### src/rtl/adc_unpack_if.sv
// Purpose: bundles the packed-word input handshake and sample output handshake of adc_unpack.
// Latency: none (wires only).
// Backpressure: carries o_word_ready upstream and i_sample_ready from downstream.
// Signals: i_word/i_word_valid/o_word_ready (word side), o_sample/o_lane/o_sample_valid/
//          i_sample_ready (sample side), o_pad_err, o_word_count (status).
interface adc_unpack_if #(
  parameter int SAMPLE_W = 14,
  parameter int LANE_W   = 16,
  parameter int LANES    = 4,
  parameter int CNT_W    = 16
);
  localparam int WORD_W  = LANES * LANE_W;
  localparam int LANE_IW = (LANES > 1) ? $clog2(LANES) : 1;

  logic [WORD_W-1:0]   i_word;
  logic                i_word_valid;
  logic                o_word_ready;
  logic [SAMPLE_W-1:0] o_sample;
  logic [LANE_IW-1:0]  o_lane;
  logic                o_sample_valid;
  logic                i_sample_ready;
  logic                o_pad_err;
  logic [CNT_W-1:0]    o_word_count;

  // Block side.
  modport slave (
    input  i_word, i_word_valid, i_sample_ready,
    output o_word_ready, o_sample, o_lane, o_sample_valid, o_pad_err, o_word_count
  );

  // Producer/consumer side.
  modport master (
    output i_word, i_word_valid, i_sample_ready,
    input  o_word_ready, o_sample, o_lane, o_sample_valid, o_pad_err, o_word_count
  );
endinterface

### src/rtl/adc_unpack.sv
// Purpose: re-serialises 64-bit packed words (4 x 14-bit samples, lane 0 oldest) into one sample per handshake.
// Latency: word accepted at edge N -> lane 0 valid in the cycle after edge N; no bubble between words.
// Backpressure: sample held stable while !i_sample_ready; two-word buffer, o_word_ready = !next-buffer-full.
// Ports: i_125clk, i_nreset (async active-low), bus (adc_unpack_if.slave: word in, sample out, pad_err, word_count).
module adc_unpack #(
  parameter int SAMPLE_W = 14,
  parameter int LANE_W   = 16,
  parameter int LANES    = 4,
  parameter int CNT_W    = 16
) (
  input  logic       i_125clk,
  input  logic       i_nreset,
  adc_unpack_if.slave bus
);
  localparam int WORD_W  = LANES * LANE_W;
  localparam int LANE_IW = (LANES > 1) ? $clog2(LANES) : 1;
  localparam int PAD_W   = LANE_W - SAMPLE_W;

  typedef enum logic {ST_EMPTY, ST_EMIT} state_t;

  state_t              state_q, state_d;
  logic [WORD_W-1:0]   cur_q, cur_d;
  logic [WORD_W-1:0]   nxt_q, nxt_d;
  logic                nxt_vld_q, nxt_vld_d;
  logic [LANE_IW-1:0]  lane_q, lane_d;
  logic                pad_err_q;
  logic [CNT_W-1:0]    cnt_q;

  logic word_acc;
  logic smp_hs;
  logic last_lane;
  logic pad_hit;

  // Ready depends only on the registered next-buffer state, so there is no
  // combinational path from either valid or the downstream ready.
  assign bus.o_word_ready = !nxt_vld_q;
  assign word_acc         = bus.i_word_valid && !nxt_vld_q;
  assign smp_hs           = (state_q == ST_EMIT) && bus.i_sample_ready;
  assign last_lane        = (lane_q == LANE_IW'(LANES - 1));

  always_comb begin
    pad_hit = 1'b0;
    for (int n = 0; n < LANES; n++) begin
      pad_hit = pad_hit | (|bus.i_word[n*LANE_W+SAMPLE_W +: PAD_W]);
    end
  end

  always_comb begin
    state_d   = state_q;
    cur_d     = cur_q;
    nxt_d     = nxt_q;
    nxt_vld_d = nxt_vld_q;
    lane_d    = lane_q;
    case (state_q)
      ST_EMPTY: begin
        // NEXT is always empty here, so an arriving word goes straight to CUR.
        if (word_acc) begin
          cur_d   = bus.i_word;
          lane_d  = '0;
          state_d = ST_EMIT;
        end
      end
      ST_EMIT: begin
        if (smp_hs && last_lane) begin
          lane_d = '0;
          if (nxt_vld_q) begin
            // word_acc is impossible here because ready is low while NEXT is full.
            cur_d     = nxt_q;
            nxt_vld_d = 1'b0;
          end else if (word_acc) begin
            cur_d = bus.i_word;
          end else begin
            state_d = ST_EMPTY;
          end
        end else begin
          if (smp_hs) begin
            lane_d = lane_q + 1'b1;
          end
          if (word_acc) begin
            nxt_d     = bus.i_word;
            nxt_vld_d = 1'b1;
          end
        end
      end
      default: state_d = ST_EMPTY;
    endcase
  end

  always_ff @(posedge i_125clk or negedge i_nreset) begin
    if (!i_nreset) begin
      state_q   <= ST_EMPTY;
      cur_q     <= '0;
      nxt_q     <= '0;
      nxt_vld_q <= 1'b0;
      lane_q    <= '0;
      pad_err_q <= 1'b0;
      cnt_q     <= '0;
    end else begin
      state_q   <= state_d;
      cur_q     <= cur_d;
      nxt_q     <= nxt_d;
      nxt_vld_q <= nxt_vld_d;
      lane_q    <= lane_d;
      if (word_acc) begin
        cnt_q <= cnt_q + 1'b1;
        if (pad_hit) begin
          pad_err_q <= 1'b1;
        end
      end
    end
  end

  // Cleared CUR on reset makes o_sample read zero until the first word lands.
  assign bus.o_sample       = cur_q[lane_q*LANE_W +: SAMPLE_W];
  assign bus.o_lane         = lane_q;
  assign bus.o_sample_valid = (state_q == ST_EMIT);
  assign bus.o_pad_err      = pad_err_q;
  assign bus.o_word_count   = cnt_q;
endmodule

### src/flat_wrapper.sv
// flat-port wrapper written by rule: the top's interface ports become plain ports
module adc_unpack_flat 
#(
  parameter int SAMPLE_W = 14,
  parameter int LANE_W   = 16,
  parameter int LANES    = 4,
  parameter int CNT_W    = 16
)
  (i_125clk, i_nreset, bus_i_word, bus_i_word_valid, bus_i_sample_ready, bus_o_word_ready, bus_o_sample, bus_o_lane, bus_o_sample_valid, bus_o_pad_err, bus_o_word_count);
  adc_unpack_if #(.SAMPLE_W(SAMPLE_W), .LANE_W(LANE_W), .LANES(LANES), .CNT_W(CNT_W)) bus_i ();
  input  logic i_125clk;
  input  logic i_nreset;
  input wire logic [$bits(bus_i.i_word)-1:0] bus_i_word;
  input wire logic [$bits(bus_i.i_word_valid)-1:0] bus_i_word_valid;
  input wire logic [$bits(bus_i.i_sample_ready)-1:0] bus_i_sample_ready;
  output wire logic [$bits(bus_i.o_word_ready)-1:0] bus_o_word_ready;
  output wire logic [$bits(bus_i.o_sample)-1:0] bus_o_sample;
  output wire logic [$bits(bus_i.o_lane)-1:0] bus_o_lane;
  output wire logic [$bits(bus_i.o_sample_valid)-1:0] bus_o_sample_valid;
  output wire logic [$bits(bus_i.o_pad_err)-1:0] bus_o_pad_err;
  output wire logic [$bits(bus_i.o_word_count)-1:0] bus_o_word_count;
  assign bus_i.i_word = bus_i_word;
  assign bus_i.i_word_valid = bus_i_word_valid;
  assign bus_i.i_sample_ready = bus_i_sample_ready;
  assign bus_o_word_ready = bus_i.o_word_ready;
  assign bus_o_sample = bus_i.o_sample;
  assign bus_o_lane = bus_i.o_lane;
  assign bus_o_sample_valid = bus_i.o_sample_valid;
  assign bus_o_pad_err = bus_i.o_pad_err;
  assign bus_o_word_count = bus_i.o_word_count;
  adc_unpack #(.SAMPLE_W(SAMPLE_W), .LANE_W(LANE_W), .LANES(LANES), .CNT_W(CNT_W)) u_core (.i_125clk(i_125clk), .i_nreset(i_nreset), .bus(bus_i));
endmodule
### config.mk
export PLATFORM = sky130hd
export DESIGN_NAME = adc_unpack_flat
export DESIGN_NICKNAME = d
export VERILOG_FILES = /design/src/rtl/adc_unpack_if.sv /design/src/rtl/adc_unpack.sv /design/src/flat_wrapper.sv
export SDC_FILE = /design/constraint.sdc
export NUM_CORES = 1
export LEC_CHECK = 0
export ABC_AREA = 1
export CORE_ASPECT_RATIO = 1.5
export CORE_UTILIZATION = 45
export DETAILED_ROUTE_END_ITERATION = 16
export PLACE_DENSITY = 0.73
export SETUP_SLACK_MARGIN = 0.1
export SYNTH_ARGS = -nofsm -noshare
export SYNTH_HDL_FRONTEND = slang
export SYNTH_SLANG_ARGS = --single-unit
### constraint.sdc
create_clock -name i_125clk -period 2 [get_ports i_125clk]
set_input_delay 0.3 -clock i_125clk [delete_from_list [all_inputs] [get_ports i_125clk]]
set_output_delay 0.3 -clock i_125clk [all_outputs]
set_load 0.05 [all_outputs]
# Yosys cells after proc, flatten, opt, wreduce, memory -nomap -nowiden
# Cells that the tools add are included.
# totals
ff_bits	149
out_inout_bits	35
wordCells	46
inputBits	68
# classes
muxes	14
shifts	1
n_reduce_logical	13
addsub	2
n_bitwise	5
n_eq_ne	4
# op_table
op	n
two-way mux 64 bit	3
one-hot mux 64 bit (2 select lines)	1
variable part select 64 x 7 -> 14 bit	1
adder 16 x 1 -> 16 bit (second input constant)	1
OR reduction 2 bit	4
two-way mux 2 bit	3
AND reduction 2 bit	3
two-way mux 1 bit	5
one-hot mux 2 bit (2 select lines)	1
logical AND 1 bit	3
inequality test 3 bit (second input constant)	1
OR 1 bit	3
AND reduction 3 bit	1
adder 2 x 1 -> 2 bit (second input constant)	1
equality test 2 bit (second input constant)	1
inequality test 2 x 1 -> 1 bit (second input constant)	1
inequality test 2 bit (second input constant)	1
inverter 1 bit	2
one-hot mux 1 bit (2 select lines)	1
nonzero test 2 bit	1
logical NOT 1 bit	1

# Logic depth before layout (Yosys ltp)
# logic_depth
word_depth	6
ltp_mapped	10
depth_no_buf	8

# Worst setup path before layout
# No wires, ideal clock.
# synth_timing
path_type	reg-to-output
startpoint	register u_core.lane_q[0] (netlist: u_core.bus.o_lane[0])
endpoint	output bus_o_sample[12]
stages_incl_launch_ff	5
n_path_buf	2
required_ns	1.700
arrival_ns	2.075
slack_ns	-0.375
cell_sequence	dfrtp_1 > clkbuf_1 > clkbuf_1 > o21ai_0 > o22ai_1
# synth_between
elab_chain_len	1
# synth_lines
element	line_no	rtl
from (decl)	adc_unpack.sv:25	logic [LANE_IW-1:0] lane_q, lane_d;
from (signal assigned)	adc_unpack.sv:103	lane_q <= lane_d;
variable part select 64 x 7 -> 14 bit	adc_unpack.sv:114	assign bus.o_sample = cur_q[lane_q*LANE_W +: SAMPLE_W];
to (decl)	flat_wrapper.sv:17	output wire logic [$bits(bus_i.o_sample)-1:0] bus_o_sample;
# Every way passes these cells.

# Worst setup path in the final report
# layout_timing
startpoint	register u_core.lane_q[1] (netlist: u_core.bus.o_lane[1])
endpoint	output bus_o_sample[12]
# The elaborated chain is that of the path after synthesis.

==> impl_metrics.tcl <==
set metrics [dict create \
    synth_cell_types 25 \
    cts_sinks 133 \
    rows 52 \
    drt_pass1_iterations 5 \
    worstSetupPathType "reg2out" \
    clkTransAtPathRegs_ps 60 \
    maxUsedRoutingLayer "met4" \
    syn_area_per_cell_um2 8.42 \
    met2_length_um 9500 \
    grt-ovfl-total 0 \
    crit_required_ps 1700 \
    netlist_instances 750 \
    drc_errors 0 \
    clockRootBuffer "clkbuf_16" \
    fin_crit_ps 1980 \
    area_growth_syn_to_layout_pct 35.7 \
    slew_violations 0 \
    r2r_cells 9 \
    diodes 0 \
    post-place-ws_ps 170 \
    gp_congestion 0.950 \
    clock_skew_ps 9.94 \
    wl_per_cell_um 17.8 \
    clock_latency_ps 410 \
    grt_max_degree 57 \
    ir_drop_uv 1230 \
    worstPathMaxFanout 8 \
    die_w_um 98.7 \
    tns_ps 0 \
    worst-r2r-setup-slack_ps 170 \
    cts-buffers-inserted 17 \
    grt_pass1_wl_um 29900 \
    finalCritPeriodShare_pct 98.9 \
    detail-route-antenna-nets 0 \
    hpwl_um 12700 \
    portBuffers 102 \
    drt-initial-drc-count 457 \
    maxSlewHeadroom_pct 65.2 \
    hold_class "in2async" \
    tightest_slew_ps 524 \
    syn-num-nets 820 \
    ioPinCount 103 \
    rsz0062_at_grt "true" \
    crit_start "u_core.bus.o_lane[1]" \
    wl_met1_um 7050 \
    holdWs_ps 401 \
    worstPathArrival_ps 1680 \
    syn_area_um2 6310 \
    reg2reg_from "u_core.bus.o_lane[0]" \
    startpoint_type "flop" \
    ys_seq_area_share_pct 52.7 \
    dieArea_um2 14500 \
    nNetsFinal 925 \
    vias 5803 \
    routed_wirelength_um 18300 \
    p_leak_nw 4.00 \
    grt_usage_pct 26.7 \
    setup_slack_ps 22.8 \
    die_y_um 147 \
    fmax_mhz 506 \
    clk_path_buf_depth 2 \
    final_util_pct 63.0 \
    htreeDepth 4 \
    antenna_found_initial 0 \
    hold_viol_final 0 \
    setup-violations-final 0 \
    ys_ff_latch 133 \
    outcome "finished clean" \
    vias_per_cell 5.64 \
    cap_violations 0 \
    start_util_pct 46.4 \
    r2r_end "u_core.cur_q[12]" \
    drive_above_1_share_pct 16.5 \
    power-per-cell-area_nw_per_um2 1890 \
    wl_met3_um 851 \
    worstSetupEndpointType "output port" \
    grt_pass1_vias 5844 \
    ys_warn_count 0 \
    coreArea_um2 13600 \
    cts_tree "yes" \
]
[critical path: stages (launching register included)]
cell and delay [ps]:
dfrtp_2 490, clkinvlp_4 310, o21ai_2 170, o22ai_4 120, buf_12 170
[final cells by class]
type,count,area (um2)
clock buffers,21,450
repair inverters,1,7.51
inverters,72,277
repair buffers,136,1540
well taps,162,203
flip-flops and latches,133,3330
multi-input cells,494,2660
clock inverters,9,106
fillers,1082,5030
[registers in the layout, summed over array words and instances (netlist names)]
name,cells
u_core.nxt_vld_q,1
u_core.nxt_q,56
u_core.bus.o_pad_err,1
u_core.bus.o_lane,2
u_core.bus.o_word_count,16
u_core.bus.o_sample_valid,1
u_core.cur_q,56
[synthesized netlist by cell type]
cell type | count | area (um2)
buf_8 | 2 | 30.0
nand2_1 | 199 | 747
inv_2 | 2 | 7.51
nor2_1 | 42 | 158
buf_6 | 3 | 33.8
nor2_4 | 2 | 22.5
o22ai_1 | 70 | 438
nor3_1 | 5 | 25.0
o21bai_1 | 1 | 7.51
nand3_1 | 66 | 330
o21ai_0 | 48 | 240
o21ai_2 | 20 | 175
buf_4 | 9 | 67.6
nand2_2 | 2 | 12.5
ha_1 | 2 | 25.0
dfrtp_1 | 133 | 3330
xnor2_1 | 6 | 52.6
buf_2 | 21 | 105
a21oi_2 | 1 | 8.76
clkbuf_1 | 16 | 60.1
nand4_1 | 4 | 25.0
nand3b_1 | 1 | 7.51
inv_1 | 70 | 263
o21ai_1 | 20 | 100
xor2_1 | 5 | 43.8
[worst max path at each step]
| stage | to | slack [ps] | cells after the start |
|---|---|---|---|
| 4_1_cts | bus_o_sample[7] | 40 | 4 |
| 5_1_grt | bus_o_sample[12] | -10 | 4 |
| 3_3_place_gp | bus_o_sample[0] | 200 | 4 |
| 6_report | bus_o_sample[12] | 20 | 4 |
| 3_5_place_dp | u_core.nxt_q[7] | 170 | 7 |
| 2_1_floorplan | bus_o_sample[12] | 110 | 4 |
[layout by cell type (no fill, tap or decap), types with 3 or more instances in the layout]
master / count
xor2_1: 5
inv_2: 3
nor3_1: 5
clkbuf_1: 3
buf_4: 22
o21ai_2: 35
nand2_2: 4
dfrtp_1: 131
clkinv_2: 3
xnor2_1: 6
nand2_1: 197
o21ai_1: 29
clkbuf_16: 17
nor2_1: 40
nand3_1: 66
buf_12: 22
o22ai_1: 56
o22ai_2: 4
buf_8: 3
o21ai_0: 24
inv_1: 67
clkdlybuf4s50_1: 67
nand4_1: 4
dlygate4sd2_1: 18
o22ai_4: 10
clkinvlp_4: 5
[kinds of logic after synthesis]
logic type / synth area share [%]
AOI/OAI and AO/OA: 15.4
xor gates and xnor gates: 1.53
adders and majority gates: 0.396
buffers and inverters: 8.98
DFF: 52.7
and+or+nand+nor: 21.0
[per-stage QoR]
stage               cell area, um2  power (W)  std cells
finish                        8570     0.0162       1028
global route                  8570     0.0170       1028
CTS                           8470     0.0159       1026
detailed placement            7810     0.0126        989
global placement              7810     0.0123        989
floorplan                     6480    0.00965        750
[where the power goes]
part	internal (W)	switching [W]	total, W
Combinational	0.00345	0.00486	0.00831
Sequential	0.00391	0.000969	0.00488
Clock	0.00185	0.00112	0.00297
Total	0.00921	0.00695	0.0162
[layer usage]
metal  up-vias  global-route usage, %
met5         -                      0
met4         0                   16.3
met3        62                   4.76
met2       238                   46.3
met1      2823                   30.6
li1       2680                      -
[timing repair]
action | 4_1_cts | 5_1_grt
hold buffers | 1 | 0
setup buffers | 3 | 2
gates resized for setup | 54 | 23
pin swaps | 2 | 6
hold endpoints to repair | 28 | 0
endpoints found under the setup margin | 32 | 56
cloned | 3 | 0
Note: power is estimated with default switching activity, not from simulation.
